<file path="config.mk">
export PLATFORM = sky130hd
export DESIGN_NAME = calc_result
export DESIGN_NICKNAME = d
export VERILOG_FILES = /design/src/rtl/calc_pkg.sv /design/src/rtl/bin2bcd_seq.sv /design/src/rtl/calc_result.sv
export SDC_FILE = /design/constraint.sdc
export NUM_CORES = 1
export LEC_CHECK = 0
export ABC_AREA = 1
export CAP_MARGIN = 20
export CORE_ASPECT_RATIO = 0.5
export CORE_MARGIN = 3
export CORE_UTILIZATION = 46
export DETAILED_ROUTE_END_ITERATION = 10
export GPL_TIMING_DRIVEN = 0
export HOLD_SLACK_MARGIN = 0.08
export PLACE_DENSITY_LB_ADDON = 0.1
export SLEW_MARGIN = 0
export SYNTH_ARGS = -nofsm -noshare
export SYNTH_HDL_FRONTEND = slang
export SYNTH_SLANG_ARGS = --single-unit
export TNS_END_PERCENT = 20
</file>
<file path="constraint.sdc">
create_clock -name clk -period 9.2 [get_ports clk]
set_input_delay 0.92 -clock clk [delete_from_list [all_inputs] [get_ports clk]]
set_output_delay 0.92 -clock clk [all_outputs]
set_load 0.05 [all_outputs]
</file>
<file path="src/rtl/calc_pkg.sv">
// calc_pkg: shared calculator state codes, datapath widths and result-stage FSM states
package calc_pkg;
   localparam int CALC_W  = 13;
   localparam int CALC_RW = 2 * CALC_W;
   localparam int CALC_ND = 8;
   localparam logic [5:0] ST_START = 6'd0;
   localparam logic [5:0] ST_ADD   = 6'd9;
   localparam logic [5:0] ST_SUB   = 6'd10;
   localparam logic [5:0] ST_SSUM  = 6'd11;
   localparam logic [5:0] ST_MUL   = 6'd12;
   localparam logic [5:0] ST_ALU   = 6'd13;
   typedef enum logic [1:0] {CTL_IDLE, CTL_MUL, CTL_CONV} ctl_e;
endpackage

</file>
<file path="src/rtl/bin2bcd_seq.sv">
// bin2bcd_seq: sequential double-dabble, one bit per cycle, restartable by start
module bin2bcd_seq #(
   parameter int RW = calc_pkg::CALC_RW,
   parameter int ND = calc_pkg::CALC_ND
) (
   input  logic            clk,
   input  logic            clr,
   input  logic            rst,
   input  logic            start,
   input  logic [RW-1:0]   bin,
   output logic [4*ND-1:0] bcd,
   output logic            done
);
   localparam int SW = 4 * ND + RW;
   localparam int CW = $clog2(RW);
   logic [SW-1:0] sh_q, sh_d, step;
   logic [CW-1:0] cnt_q, cnt_d;
   logic          run_q, run_d;

   // add 3 to every digit of 5 or more, then shift the whole register left
   function automatic logic [SW-1:0] dd_step(input logic [SW-1:0] s);
      logic [SW-1:0] t;
      t = s;
      for (int i = 0; i < ND; i++)
         if (t[RW+4*i +: 4] >= 4'd5) t[RW+4*i +: 4] = t[RW+4*i +: 4] + 4'd3;
      return {t[SW-2:0], 1'b0};
   endfunction

   // done and bcd reflect the final step so the caller can capture on the same edge
   always_comb begin
      step  = dd_step(sh_q);
      done  = run_q && (cnt_q == CW'(RW - 1));
      bcd   = step[SW-1 -: 4*ND];
      sh_d  = start ? {{(4*ND){1'b0}}, bin} : run_q ? step : sh_q;
      cnt_d = start ? '0 : run_q ? cnt_q + 1'b1 : cnt_q;
      run_d = start || (run_q && !done);
      if (rst) begin
         sh_d  = '0;
         cnt_d = '0;
         run_d = 1'b0;
      end
   end

   // conversion state registers
   always_ff @(posedge clk or posedge clr)
      if (clr) begin
         sh_q  <= '0;
         cnt_q <= '0;
         run_q <= 1'b0;
      end else begin
         sh_q  <= sh_d;
         cnt_q <= cnt_d;
         run_q <= run_d;
      end
endmodule

</file>
<file path="src/rtl/calc_result.sv">
// calc_result: launches add/sub/mul on state entry, converts to BCD and presents the result
module calc_result #(
   parameter int W  = calc_pkg::CALC_W,
   parameter int RW = calc_pkg::CALC_RW,
   parameter int ND = calc_pkg::CALC_ND
) (
   input  logic            clk,
   input  logic            clr,
   input  logic            rst,
   input  logic [5:0]      state,
   input  logic [W-1:0]    A,
   input  logic [W-1:0]    B,
   output logic [RW-1:0]   res_mag,
   output logic            neg,
   output logic [4*ND-1:0] bcd,
   output logic            busy,
   output logic            done
);
   import calc_pkg::*;
   localparam int MW = $clog2(W);
   ctl_e            st_q, st_d;
   logic [5:0]      prev_q;
   logic [RW-1:0]   a_q, a_d, mag_q, mag_d, res_q, res_d, mag_step, op_mag, conv_bin;
   logic [W-1:0]    b_q, b_d;
   logic [MW-1:0]   mcnt_q, mcnt_d;
   logic            pneg_q, pneg_d, neg_q, neg_d, done_q, done_d;
   logic [4*ND-1:0] bcd_q, bcd_d, conv_bcd;
   logic            is_op, launch, to_start, mul_last, conv_start, conv_done;

   bin2bcd_seq #(.RW(RW), .ND(ND)) u_conv (
      .clk(clk), .clr(clr), .rst(rst), .start(conv_start), .bin(conv_bin),
      .bcd(conv_bcd), .done(conv_done)
   );

   // launch detection, shift-add multiplier, control FSM and output capture
   always_comb begin
      is_op      = (state == ST_ADD) || (state == ST_SUB) || (state == ST_MUL);
      launch     = is_op && (state != prev_q);
      to_start   = (state == ST_START) && (prev_q != ST_START);
      mag_step   = mag_q + (b_q[0] ? a_q : '0);
      mul_last   = (st_q == CTL_MUL) && (mcnt_q == MW'(W - 1));
      op_mag     = (state == ST_ADD) ? RW'(A) + RW'(B) : (A >= B) ? RW'(A - B) : RW'(B - A);
      conv_start = launch ? (state != ST_MUL) : mul_last;
      conv_bin   = launch ? op_mag : mag_step;
      st_d   = st_q;
      a_d    = a_q;
      b_d    = b_q;
      mag_d  = mag_q;
      mcnt_d = mcnt_q;
      pneg_d = pneg_q;
      res_d  = res_q;
      neg_d  = neg_q;
      bcd_d  = bcd_q;
      done_d = 1'b0;
      if (to_start) begin
         st_d  = CTL_IDLE;
         res_d = '0;
         neg_d = 1'b0;
         bcd_d = '0;
      end else if (launch) begin
         st_d   = (state == ST_MUL) ? CTL_MUL : CTL_CONV;
         a_d    = RW'(A);
         b_d    = B;
         mcnt_d = '0;
         mag_d  = (state == ST_MUL) ? '0 : op_mag;
         pneg_d = (state == ST_SUB) && (A < B);
      end else if (st_q == CTL_MUL) begin
         mag_d  = mag_step;
         a_d    = a_q << 1;
         b_d    = b_q >> 1;
         mcnt_d = mcnt_q + 1'b1;
         st_d   = mul_last ? CTL_CONV : CTL_MUL;
      end else if ((st_q == CTL_CONV) && conv_done) begin
         st_d   = CTL_IDLE;
         res_d  = mag_q;
         neg_d  = pneg_q;
         bcd_d  = conv_bcd;
         done_d = 1'b1;
      end
      if (rst) begin
         st_d   = CTL_IDLE;
         a_d    = '0;
         b_d    = '0;
         mag_d  = '0;
         mcnt_d = '0;
         pneg_d = 1'b0;
         res_d  = '0;
         neg_d  = 1'b0;
         bcd_d  = '0;
         done_d = 1'b0;
      end
   end

   // state, datapath and output registers
   always_ff @(posedge clk or posedge clr)
      if (clr) begin
         prev_q <= ST_START;
         st_q   <= CTL_IDLE;
         a_q    <= '0;
         b_q    <= '0;
         mag_q  <= '0;
         mcnt_q <= '0;
         pneg_q <= 1'b0;
         res_q  <= '0;
         neg_q  <= 1'b0;
         bcd_q  <= '0;
         done_q <= 1'b0;
      end else begin
         prev_q <= rst ? ST_START : state;
         st_q   <= st_d;
         a_q    <= a_d;
         b_q    <= b_d;
         mag_q  <= mag_d;
         mcnt_q <= mcnt_d;
         pneg_q <= pneg_d;
         res_q  <= res_d;
         neg_q  <= neg_d;
         bcd_q  <= bcd_d;
         done_q <= done_d;
      end

   assign res_mag = res_q;
   assign neg     = neg_q;
   assign bcd     = bcd_q;
   assign done    = done_q;
   assign busy    = (st_q != CTL_IDLE) || done_q;
endmodule

</file>
# --- Yosys cells after proc, flatten, opt, wreduce, memory -nomap -nowiden ---
# Index checks and enable logic that the tools add are counted.
word_totals:
  register_bits: 202
classes:
  add_sub_neg: 14
  magnitude_cmp: 10
  n_eq_ne: 12
  n_mux: 68
  reduce_logical: 23
op_table:
  columns: ["operator", "count"]
  rows:
  - ["2-to-1 mux 26 bit", 18]
  - ["2-to-1 mux 58 bit", 3]
  - ["2-to-1 mux 32 bit", 5]
  - ["2-to-1 mux 13 bit", 4]
  - ["2-to-1 mux 4 bit", 11]
  - [">= comparator 4 x 3 -> 1 bit (second input constant)", 8]
  - ["adder 4 x 2 -> 4 bit (second input constant)", 7]
  - ["subtractor 13 x 13 -> 14 bit", 2]
  - ["adder 26 bit", 1]
  - ["== test 6 x 4 -> 1 bit (second input constant)", 3]
  - ["2-to-1 mux 1 bit", 15]
  - ["2-to-1 mux 5 bit", 3]
  - ["adder 13 x 13 -> 14 bit", 1]
  - ["2-to-1 mux 2 bit", 7]
  - [">= comparator 13 bit", 1]
  - ["less-than comparator 13 bit", 1]
  - ["nonzero test 3 bit", 3]
  - ["logical AND 1 bit", 7]
  - ["zero test 6 bit", 1]
  - ["2-to-1 mux 6 bit", 1]
  - ["!= test 6 x 4 -> 1 bit (second input constant)", 1]
  - ["!= test 6 bit", 1]
  - ["nonzero test 6 bit", 1]
  - ["adder 5 x 1 -> 5 bit (second input constant)", 1]
  - ["other kinds (16)", 21]

# --- Logic depth before layout (Yosys ltp) ---
# Gate-level depths: netlist of the first run.
logic_depth:
  depth_word: 8
  ltp_mapped: 20
  depth_no_buf: 18

# --- Modules after synthesis ---
# Synthesis of the first run repeated with hierarchy kept, for this count alone.
hier_totals:
  cells_unflattened: 2101
  area_unflattened_um2: 14367.5
by_module_without_submodules:
  columns: ["mod", "instances", "cells_per_inst", "area_per_inst_um2", "seq_area_each_um2"]
  rows:
  - ["calc_result", 1, 1606, 10585.2, 3453.3]
  - ["bin2bcd_seq", 1, 495, 3782.4, 1601.5]

# --- Worst setup path after synthesis of the first run ---
# Ideal clock, no wire load.
synth_path:
  path_type: "input -> register"
  startpoint: "input A[0]"
  endpoint: "register u_conv.sh_q[18]"
  setup_time_ps: 116
  arrival_ps: 2596
  required_time_ps: 9084
  path_slack_ps: 6488
  path_stages: 17
  path_buffers: 1
  path_cell_list: "inv_1 > ha_1 > inv_1 > fa_1 > inv_1 > nor3_1 > nor2_1 > nor2_1 > nor2_1 > nand3_1 > nand3_1 > nand2_1 > buf_2 > nand2_1 > nand2_1 > nand2_1 > nand2_1"
synth_between:
  elab_chain_len: 6
  elab_cells_between_ends: 8
  classes_between: "add/sub (2); order compare (1); mux (5)"
synth_lines:
  columns: ["item", "line_no", "source"]
  rows:
  - ["start, declared", "calc_result.sv:11", "input logic [W-1:0] A,"]
  - ["subtractor 13 x 13 -> 14 bit / >= comparator 13 bit (equally long branches)", "calc_result.sv:42", "op_mag = (state == ST_ADD) ? RW'(A) + RW'(B) : (A >= B) ? RW'(A - B) : RW'(B - A);"]
  - ["2-to-1 mux 26 bit (*) (2 in a row)", "calc_result.sv:42", null]
  - ["2-to-1 mux 26 bit (*)", "calc_result.sv:44", "conv_bin = launch ? op_mag : mag_step;"]
  - ["2-to-1 mux 58 bit (*)", "bin2bcd_seq.sv:34", "sh_d = start ? {{(4*ND){1'b0}}, bin} : run_q ? step : sh_q;"]
  - ["2-to-1 mux 58 bit (*)", "bin2bcd_seq.sv:37", "if (rst) begin"]
  - ["end signal, assigned", "bin2bcd_seq.sv:47", "sh_q <= '0;"]
  - ["end signal, assigned", "bin2bcd_seq.sv:51", "sh_q <= sh_d;"]
  - ["end, declared", "bin2bcd_seq.sv:16", "logic [SW-1:0] sh_q, sh_d, step;"]
# Mark *: on every way between the ends. The rest lies on a longest branch, timed or not.
# A chain may end at the register's enable or synchronous reset.

# --- Final worst setup path of the first run ---
layout_path:
  startpoint: "input A[5]"
  endpoint: "register u_conv.sh_q[23]"
# The elaborated chain is that of the path after synthesis.

==> summary.txt, run 1 <==
Status
  • Outcome: complete, no violations

STA
  • Clock skew: 14.7 ps
  • Slew margin rel.: 0.562
  • RSZ-0062 raised after global routing: no
  • Final hold slack: 482 ps
  • Worst Max-Slew Pin Slew: 657 ps
  • Final min period: 3580 ps
  • Fmax: 279 MHz
  • Fin. Hold Viols: 0
  • Pins Over Slew Limit: 0
  • Final Cycle Share: 0.389
  • Setup ws final: 5620 ps
  • Final setup viols: 0

Finish
  • Nets: 2142
  • Commonest non-fill, non-tap cell in the layout: nand2_1
  • Core Util, Final: 0.556
  • Layout cell share with drive strength beyond 1: 0.0620
  • Cell area after layout: 0.0157 sq mm
  • Most frequent cells in the layout: 548 x nand2_1, 254 x inv_1, 214 x nand3_1
  • Multi-input gate area: 0.00715 sq mm
  • Ant diodes: 0
  • Layout area overhead: 16.3%
  • FILL cells: 2802
  • Register area: 0.00505 sq mm

Clock tree
  • Clk buf depth: 3
  • Worst-skew pair later-pin latency: 520 ps
  • CTS clk-pin slew, worst paths: 60 ps
  • CTS resizes: 0
  • Clock sinks: 202
  • # hold bufs at CTS: 0
  • CTS tree: done
  • Root buffer cell: clkbuf_16
  • CTS H-tree depth: 1
  • Inserted Clock Buffers: 21
  • # Post-CTS Setup Buffers: 0

Drt
  • TritonRoute pass-1 iters: 5
  • Detailed Route Iter0 Violations: 995
  • Avg Vias per Cell: 5.39
  • Average wire per standard cell: 16.7 um
  • Drt drc: 0
  • Antenna-violating nets left: 0
  • DR vias: 13019
  • Routed wire length: 40.2 mm

Critical path
  • CP startpoint: A[5]
  • Crit path DAT: 3980 ps
  • Reg2reg start: b_q[0]
  • CP Max Fanout: 10
  • Reg2reg setup slack: 6050 ps
  • Setup crit end kind: flop
  • CP endpoint: u_conv.sh_q[23]
  • Critical Path RT: 9600 ps
  • Reg2reg end: u_conv.sh_q[18]
  • Crit start category: input port
  • Kind of critical path: input port to flop
  • Worst reg-to-reg path cell count: 19

Global routing
  • Vias in the first global route: 12082
  • Pin count of the biggest net entering global routing: 126
  • Antenna violations before repair: 0
  • Total global routing overflow: 0
  • First-pass GRT wire length: 64.6 mm
  • GRT Total Usage: 0.251

Die
  • Initial core utilization: 0.478
  • Die Ht: 127 um
  • Die X-Extent: 249 um
  • Row cnt: 43
  • Area of the core: 0.0283 sq mm
  • Die ar.: 0.0316 sq mm
  • IO Pins: 96

Power and ir drop
  • Leak: 7.92 nW
  • Worst VDD drop: 0.000111 V
  • PnR Total Power: 2.20 mW
  • PwrDens: 140 mW/mm^2

Worst hold path
  • Min-Delay Path Class: flop to flop

Logic synthesis
  • Largest area contributor in the netlist: dfrtp_1
  • Number of flops mapped to enable cells by yosys: 0
  • Area contributors post-synth: dfrtp_1 37%, nand2_1 15%, nand3_1 7.9%, ha_1 7.8%, inv_1 7.1%
  • Synthesized Nets: 2023
  • Ys flop type: dfrtp_1
  • Avg Synthesized Cell Area: 7.12 sq um
  • Gate count of the mapped netlist: 1900
  • Netlist cell types: 41
  • Sequential fraction of the synthesis area: 0.374
  • Mapped cell area: 0.0135 sq mm
  • Synth top area share: 0.374
  • Yosys reg bits: 202
  • Synthesis Warnings: 0
  • Synth async-reset ratio: 1.00

Placed design
  • Post-Place Setup Slack: 5150 ps
  • Half-perimeter wire length after placement: 31.2 mm
  • GPL Wtd Cong: 0.950
  • IO buf count: 95
  • Post-DP Area: 0.0150 sq mm

Run
  • Max-cap check violation count: 0
-- through the flow --
step / TNS, ps / instances
5_1_grt: 0 / 2415
4_1_cts: 0 / 2415
6_report: 0 / 2415
3_3_place_gp: -12590 / 2377
2_1_floorplan: 0 / 1900
3_5_place_dp: 0 / 2378
-- flip-flops by register name, indices dropped and copies added (netlist names) --
signal	cells
a_q	26
mcnt_q	4
pneg_q	1
b_q	13
st_q	2
u_conv.cnt_q	5
res_mag	26
u_conv.run_q	1
prev_q	6
u_conv.sh_q	58
done	1
mag_q	26
bcd	32
neg	1
-- report_power, final --
part           leakage, nW  total, mW  switching [mW]  internal [mW]
Combinational         4.76      0.343           0.238          0.106
Clock                0.357      0.938           0.379          0.559
Sequential            2.81      0.922          0.0167          0.905
Total                 7.92       2.20           0.633           1.57
-- Yosys cell counts (2+ instances only) --
master and number:
nand2_1 548, inv_1 255, nand3_1 214, dfrtp_1 202
nor2_1 94, o21ai_0 93, ha_1 84, a21oi_1 66
o21ai_1 53, buf_2 51, o22ai_1 46, nand4_1 29
xor2_1 25, a22oi_1 23, clkbuf_1 16, or2_2 14
nor3_1 9, o21bai_1 7, a31oi_1 6, xnor2_1 6
a21o_1 5, and2_1 5, inv_2 5, o21a_1 5
fa_1 4, nor2_2 4, o211ai_1 4, buf_4 3
nand2_2 3, nor2_4 3, nor3b_1 3, buf_1 2
nand3_2 2, nor4_1 2, o21ai_2 2, or2_1 2
-- critical path: stages --
cell             delay, ps
clkdlybuf4s50_1        590
inv_1                   70
ha_1                   270
buf_2                  220
nand2_1                150
nor2_1                 240
and2_1                 210
nand2_1                110
nand3_2                160
nand2_1                 70
nand3_1                150
nand2_1                260
buf_2                  270
nand2_1                 80
nand2_1                 70
nand2_1                 90
nand2_1                 50
-- layer usage --
metal	global-route usage	share of wire
met2	0.397	0.43
met4	0.0600	0.023
met1	0.369	0.49
met3	0.0334	0.056
met5	0	0
-- how the worst min path moves through the flow --
| stage | startpoint | to | cells past startpoint | slack, ps |
|---|---|---|---|---|
| floorplan | u_conv.sh_q[0] | u_conv.sh_q[0] | 2 | 440 |
| global placement | u_conv.sh_q[15] | u_conv.sh_q[15] | 2 | 460 |
| detailed placement | u_conv.sh_q[13] | u_conv.sh_q[13] | 2 | 460 |
| CTS | u_conv.sh_q[13] | u_conv.sh_q[13] | 2 | 480 |
| global route | u_conv.sh_q[21] | u_conv.sh_q[21] | 2 | 510 |
| finish | u_conv.sh_q[25] | u_conv.sh_q[25] | 2 | 480 |
-- cell type report --
cell class | instances | share of cell area
plain buffers | 73 | 0.0223
inverters | 261 | 0.0627
clock inverters | 11 | 0.0108
repair buffers | 96 | 0.0622
clock buffers | 26 | 0.0365
multi-input cells | 1364 | 0.454
well taps | 382 | 0.0304
flip-flops and latches | 202 | 0.321
-- cell families (layout without fill, tap and decap cells) --
logic type / Yosys count / after routing / synth area share
and+or+nand+nor: 933 / 933 / 0.295
buffers and inverters: 334 / 467 / 0.0983
AOI/OAI and AO/OA: 312 / 312 / 0.129
DFF: 202 / 202 / 0.374
adders and majority gates: 88 / 88 / 0.0836
xor gates and xnor gates: 31 / 31 / 0.0201
No activity file was read; power rests on OpenSTA's default activity.
==> run 2, diff against run 1 <==
==> constraint.sdc (replaced) <==
create_clock -name clk -period 3 [get_ports clk]
set_input_delay 0.3 -clock clk [delete_from_list [all_inputs] [get_ports clk]]
set_output_delay 0.3 -clock clk [all_outputs]
set_load 0.05 [all_outputs]
==> summary.txt, run 2 (same netlist as run 1, synthesis figures left out) <==
Placed design
  • IO buf count: 95 (unchanged)
  • Half-perimeter wire length after placement: 31.4 mm (was 31.2 mm)
  • Post-Place Setup Slack: -396 ps (was 5150 ps)
  • GPL Wtd Cong: 0.971 (was 0.950)

Die
  • IO Pins: 96 (unchanged)
  • Row cnt: 43 (unchanged)
  • Die ar.: 0.0316 sq mm (unchanged)
  • Die X-Extent: 249 um (unchanged)
  • Area of the core: 0.0283 sq mm (unchanged)
  • Initial core utilization: 0.478 (unchanged)
  • Die Ht: 127 um (unchanged)

Power and ir drop
  • PnR Total Power: 6.49 mW (was 2.20 mW)
  • Internal: 4.57 mW (was 1.57 mW)
  • Logic pwr share: 0.166 (was 0.156)
  • Flop pwr share: 0.435 (was 0.418)
  • PwrDens: 411 mW/mm^2 (was 140 mW/mm^2)
  • Worst VDD drop: 0.000338 V (was 0.000111 V)
  • Sw Share: 0.296 (was 0.287)
  • Clock Power Share: 0.399 (was 0.426)
  • Switching power: 1.92 mW (was 0.633 mW)
  • Leak: 7.98 nW (was 7.92 nW)

Finish
  • Commonest non-fill, non-tap cell in the layout: nand2_1 (unchanged)
  • Layout cell share with drive strength beyond 1: 0.0682 (was 0.0620)
  • Largest Register: u_conv.sh_q (unchanged)
  • Multi-input gate area: 0.00717 sq mm (was 0.00715 sq mm)
  • Nets: 2147 (was 2142)
  • FILL cells: 2822 (was 2802)
  • Layout area overhead: 16.7% (was 16.3%)
  • Most frequent cells in the layout: 547 x nand2_1, 254 x inv_1, 212 x nand3_1 (was 548 x nand2_1, 254 x inv_1, 214 x nand3_1)
  • Ant diodes: 0 (unchanged)
  • Register area: 0.00506 sq mm (was 0.00505 sq mm)
  • Max FFs per register: 58 (unchanged)

Global routing
  • Antenna violations before repair: 0 (unchanged)
  • Vias in the first global route: 12079 (was 12082)
  • GRT Total Usage: 0.248 (was 0.251)
  • Total global routing overflow: 0 (unchanged)
  • Pin count of the biggest net entering global routing: 40 (was 126)
  • First-pass GRT wire length: 64.0 mm (was 64.6 mm)

STA
  • Fmax: 357 MHz
  • Pins Over Slew Limit: 0 (unchanged)
  • Slew margin rel.: 0.579 (was 0.562)
  • Fin. Hold Viols: 0 (unchanged)
  • Final Cycle Share: 0.934
  • Final hold slack: 208 ps (was 482 ps)
  • RSZ-0062 raised after global routing: no (unchanged)
  • Setup ws final: 199 ps (was 5620 ps)
  • Final min period: 2800 ps
  • Final setup viols: 0 (unchanged)
  • Worst Max-Slew Pin Slew: 625 ps (was 657 ps)
  • Clock skew: 10.2 ps (was 14.7 ps)
  • Setup TNS: 0 ps (unchanged)

Drt
  • Routed wire length: 39.6 mm (was 40.2 mm)
  • Average wire per standard cell: 16.4 um (was 16.7 um)
  • Drt drc: 0 (unchanged)
  • DR vias: 12933 (was 13019)
  • Detailed Route Iter0 Violations: 1071 (was 995)
  • Antenna-violating nets left: 0 (unchanged)
  • Avg Vias per Cell: 5.35 (was 5.39)
  • TritonRoute pass-1 iters: 7 (was 5)

Clock tree
  • CTS tree: done (unchanged)
  • CTS H-tree depth: 1 (unchanged)
  • Clock sinks: 202 (unchanged)
  • CTS clk-pin slew, worst paths: 60 ps (about the same)
  • Clk buf depth: 3 (unchanged)
  • # hold bufs at CTS: 0 (unchanged)
  • Inserted Clock Buffers: 21 (unchanged)
  • Root buffer cell: clkbuf_16 (unchanged)
  • Worst-skew pair later-pin latency: 520 ps (about the same)

Critical path
  • Max incr delay on CP: 620 ps (was 590 ps)
  • Crit path DAT: 3210 ps (was 3980 ps)
  • Critical Path RT: 3410 ps (was 9600 ps)
  • Cell mode on critical path: nand2_1 (unchanged)
  • Kind of critical path: input port to flop (unchanged)
  • CP Max Fanout: 4 (was 10)
  • Crit start category: input port (unchanged)
  • Crit-path cells: clkdlybuf4s50_1 -> inv_1 -> ha_1 -> inv_1 -> fa_1 -> inv_1 -> o21ai_0 -> nand2_1 -> nand3_1 -> nand2_1 -> nand3_1 -> nand3_1 -> nand2_1 -> nand2_1 -> nand3_1 -> nand2_1 (was clkdlybuf4s50_1 -> inv_1 -> ha_1 -> buf_2 -> nand2_1 -> nor2_1 -> and2_1 -> nand2_1 -> nand3_2 -> nand2_1 -> nand3_1 -> nand2_1 -> buf_2 -> nand2_1 -> nand2_1 -> nand2_1 -> nand2_1)
  • Crit-path slowest cell: clkdlybuf4s50_1 (unchanged)
  • Setup crit end kind: flop (unchanged)

Run
  • Max-cap check violation count: 0 (unchanged)

Status
  • Outcome: complete, no violations (unchanged)

Worst hold path
  • Min-Delay Path Class: input port to asynchronous set/reset pin (was flop to flop)
==> run 2: cell count changes in the layout (fill, tap and decap cells not counted), sizes merged <==
cell,before,now
buf,57,62
clkinv,3,7
bufinv,4,1
clkdlybuf4s50,95,93
dlymetal6s2s,0,2
clkinvlp,3,2
inv,262,261
==> run 2: path summary, 6_finish.rpt <==
kind                                  from              end  slack [ps]  cells past startpoint
setup / recovery                      A[0]  u_conv.sh_q[12]         200                     16
hold / removal                         clr           bcd[6]         210                      2
setup reg to reg                    b_q[0]  u_conv.sh_q[18]         250                     19
hold reg to reg            u_conv.sh_q[14]  u_conv.sh_q[14]         480                      2
max in group asynchronous              clr           b_q[0]        1790                      5
min in group clk                     A[10]          a_q[10]         320                      3
==> run 2: worst max-delay path, delay by kind of cell <==
family / cells / cell delay [ps]
buffers and inverters: 4 / 960
AND/OR/NAND/NOR: 9 / 940
AO/OA/AOI/OAI: 1 / 530
adder cells (fa/ha/maj): 2 / 480
==> run 2: through the flow <==
step | util | cells | area, sq um
floorplan | - | 1900 | 13500
global placement | 0.529 | 2377 | 15000
detailed placement | 0.533 | 2383 | 15100
CTS | 0.557 | 2419 | 15800
global route | 0.558 | 2419 | 15800
finish | 0.558 | 2419 | 15800
==> run 2: power by group through the flow <==
| stage | clock network [mW] | logic [mW] | registers (mW) |
|---|---|---|---|
| 2_1_floorplan | 0 | 0.699 | 2.86 |
| 3_3_place_gp | 0 | 1.03 | 2.88 |
| 3_5_place_dp | 0 | 1.05 | 2.88 |
| 4_1_cts | 2.64 | 1.06 | 2.82 |
| 5_1_grt | 2.76 | 1.20 | 2.83 |
| 6_report | 2.59 | 1.08 | 2.83 |
==> run 2: final cells by class <==
type,instances,share of cell area
buffer,72,0.0226
clock buffer,26,0.0364
clock inverter,10,0.00539
inverter,261,0.0623
multi-input combinational,1364,0.454
sequential,202,0.320
tap,382,0.0303
timing repair buffer,102,0.0691
==> run 2: per-layer routing <==
metal | vias to the layer above | track usage | wire (um)
li1 | 6444 | - | -
met1 | 6146 | 0.361 | 19500
met2 | 299 | 0.398 | 17400
met3 | 44 | 0.0372 | 2050
met4 | 0 | 0.0459 | 611
met5 | - | 0 | 0
==> run 2: what timing repair did <==
action	in CTS	in global routing
gates resized for setup	1	16
buffers inserted	0	1
pin swaps	0	0
endpoints found under the setup margin	8	36
==> run 3, diff against run 2 <==
--- a/config.mk
+++ b/config.mk
@@ -9,11 +9,12 @@
 export CAP_MARGIN = 20
 export CORE_ASPECT_RATIO = 0.5
 export CORE_MARGIN = 3
-export CORE_UTILIZATION = 46
+export CORE_UTILIZATION = 50
 export DETAILED_ROUTE_END_ITERATION = 10
 export GPL_TIMING_DRIVEN = 0
 export HOLD_SLACK_MARGIN = 0.08
 export PLACE_DENSITY_LB_ADDON = 0.1
+export SETUP_SLACK_MARGIN = 0.3
 export SLEW_MARGIN = 0
 export SYNTH_ARGS = -nofsm -noshare
 export SYNTH_HDL_FRONTEND = slang
==> summary.txt, run 3 (same netlist as run 1, synthesis figures left out) <==
Finish
  • Largest Register: u_conv.sh_q (unchanged)
  • Nets: 2149 (was 2147)
  • Cell area after layout: 0.0160 sq mm (was 0.0158 sq mm)
  • Max FFs per register: 58 (unchanged)
  • Layout cell share with drive strength beyond 1: 0.0917 (was 0.0682)
  • Ant diodes: 0 (unchanged)
  • Most frequent cells in the layout: 533 x nand2_1, 253 x inv_1, 204 x nand3_1 (was 547 x nand2_1, 254 x inv_1, 212 x nand3_1)
  • Commonest non-fill, non-tap cell in the layout: nand2_1 (unchanged)
  • Layout area overhead: 18.3% (was 16.7%)

STA
  • Final Cycle Share: 0.864 (was 0.934)
  • Worst Max-Slew Pin Slew: 686 ps (was 625 ps)
  • RSZ-0062 raised after global routing: yes (was no)
  • Final setup viols: 0 (unchanged)
  • Setup ws final: 407 ps (was 199 ps)
  • Final min period: 2590 ps (was 2800 ps)
  • Clock skew: 11.0 ps (was 10.2 ps)
  • Fmax: 386 MHz (was 357 MHz)
  • Fin. Hold Viols: 0 (unchanged)
  • Slew margin rel.: 0.543 (was 0.579)
  • Pins Over Slew Limit: 0 (unchanged)
  • Setup TNS: 0 ps (unchanged)

Critical path
  • Crit-path slowest cell: clkdlybuf4s50_1 (unchanged)
  • Cell family with most CP delay: simple AND/OR/NAND/NOR gates (was buffers and inverters)
  • Crit path DAT: 3000 ps (was 3210 ps)
  • Crit-path cells: clkdlybuf4s50_1 -> inv_1 -> ha_1 -> clkbuf_4 -> nand2_2 -> nor2_2 -> and2_1 -> nand2_1 -> nand3_2 -> inv_1 -> buf_4 -> nand3_1 -> nand3_1 -> nand2_1 -> nand2_1 -> nand3_1 -> nand2_1 (was clkdlybuf4s50_1 -> inv_1 -> ha_1 -> inv_1 -> fa_1 -> inv_1 -> o21ai_0 -> nand2_1 -> nand3_1 -> nand2_1 -> nand3_1 -> nand3_1 -> nand2_1 -> nand2_1 -> nand3_1 -> nand2_1)
  • Critical Path RT: 3410 ps (about the same)
  • Setup crit end kind: flop (unchanged)
  • Cell mode on critical path: nand2_1 (unchanged)
  • Crit start category: input port (unchanged)
  • Reg2reg start: b_q[0] (unchanged)
  • Kind of critical path: input port to flop (unchanged)
  • Max incr delay on CP: 550 ps (was 620 ps)
  • CP Max Fanout: 10 (was 4)
  • Critical path buffers and inverters: 5 (was 4)
  • CP startpoint: A[5] (was A[0])

Placed design
  • Post-Place Setup Slack: -351 ps (was -396 ps)
  • GPL Wtd Cong: 0.981 (was 0.971)
  • Half-perimeter wire length after placement: 30.8 mm (was 31.4 mm)
  • IO buf count: 95 (unchanged)
  • Post-DP Area: 0.0150 sq mm (was 0.0151 sq mm)

Drt
  • Detailed Route Iter0 Violations: 935 (was 1071)
  • Avg Vias per Cell: 5.47 (was 5.35)
  • Average wire per standard cell: 16.4 um (about the same)
  • Routed wire length: 39.2 mm (was 39.6 mm)
  • Drt drc: 0 (unchanged)
  • TritonRoute pass-1 iters: 5 (was 7)
  • Antenna-violating nets left: 0 (unchanged)
  • DR vias: 13042 (was 12933)

Clock tree
  • CTS tree: done (unchanged)
  • Inserted Clock Buffers: 20 (was 21)
  • Worst-skew pair later-pin latency: 520 ps (about the same)
  • Clock sinks: 202 (unchanged)
  • Clk buf depth: 3 (unchanged)
  • # hold bufs at CTS: 0 (unchanged)
  • CTS H-tree depth: 1 (unchanged)
  • CTS clk-pin slew, worst paths: 70 ps (was 60 ps)
  • Root buffer cell: clkbuf_16 (unchanged)

Die
  • IO Pins: 96 (unchanged)
  • Row cnt: 41 (was 43)
  • Die X-Extent: 239 um (was 249 um)
  • Area of the core: 0.0259 sq mm (was 0.0283 sq mm)
  • Die Ht: 122 um (was 127 um)
  • Initial core utilization: 0.522 (was 0.478)
  • Die ar.: 0.0292 sq mm (was 0.0316 sq mm)

Run
  • Max-cap check violation count: 0 (unchanged)

Status
  • Outcome: complete, no violations (unchanged)

Power and ir drop
  • PnR Total Power: 6.49 mW (about the same)
  • Worst VDD drop: 0.000381 V (was 0.000338 V)
  • Leak: 8.13 nW (was 7.98 nW)
  • PwrDens: 405 mW/mm^2 (was 411 mW/mm^2)

Global routing
  • GRT Total Usage: 0.268 (was 0.248)
  • Total global routing overflow: 0 (unchanged)
  • First-pass GRT wire length: 63.0 mm (was 64.0 mm)
  • Antenna violations before repair: 0 (unchanged)
  • Vias in the first global route: 12106 (was 12079)
  • Pin count of the biggest net entering global routing: 43 (was 40)

Worst hold path
  • Min-Delay Path Class: input port to asynchronous set/reset pin (unchanged)
## run 3: final timing paths
check	endpoint	slack, ps	depth (start not counted)
setup / recovery	u_conv.sh_q[11]	410	17
hold / removal	bcd[6]	230	2
setup reg to reg	u_conv.sh_q[17]	450	18
hold reg to reg	u_conv.sh_q[15]	490	2
max in group asynchronous	b_q[12]	1580	5
min in group clk	a_q[1]	230	3
## run 3: timing repair
action / in CTS / in global routing
pin swaps: 0 / 7
endpoints found under the setup margin: 38 / 53
setup buffers: 0 / 4
gates cloned: 0 / 0
gates resized for setup: 13 / 84
## run 3: report_power, final
group	internal, mW	switching (mW)	total, mW
Clock	1.46	1.11	2.57
Combinational	0.352	0.742	1.09
Sequential	2.78	0.0503	2.83
Total	4.59	1.90	6.49
## run 3: routing by layer
metal	global-route usage	part of all wire	vias to the layer above	routed length [um]
met1	0.392	0.48	6164	18800
met2	0.428	0.44	370	17200
li1	-	-	6452	-
met4	0.0509	0.018	0	699
met3	0.0411	0.063	56	2450
met5	0	0	-	0
## run 3: layout make-up
class / instances / area [sq um]
fillers: 2458 / 9900
multi-input cells: 1364 / 7380
flip-flops and latches: 202 / 5050
repair buffers: 104 / 1120
inverters: 261 / 987
clock buffers: 26 / 543
well taps: 344 / 430
plain buffers: 73 / 388
clock inverters: 9 / 109
## run 3: worst reg2reg max path, cell delays in order, from the launching register on
cell and delay, ps:
dfrtp_1 360, buf_4 160, nand2_1 80, inv_1 40
ha_1 340, nand3_1 130, nand3_1 190, nand2_1 130
nand2_1 110, nand2_1 90, nand2_1 160, nand2_1 130
nand2_1 60, nand2_1 60, nand3_1 110, nand2_1 120
nand2_1 50, nand3_1 70, nand2_1 50
## run 3: per-stage QoR
step                 util  cells  hold slack [ps]
floorplan               -   1900              401
global placement    0.576   2339              463
detailed placement  0.580   2344              467
CTS                 0.607   2379              247
global route        0.618   2383              232
finish              0.618   2383              231
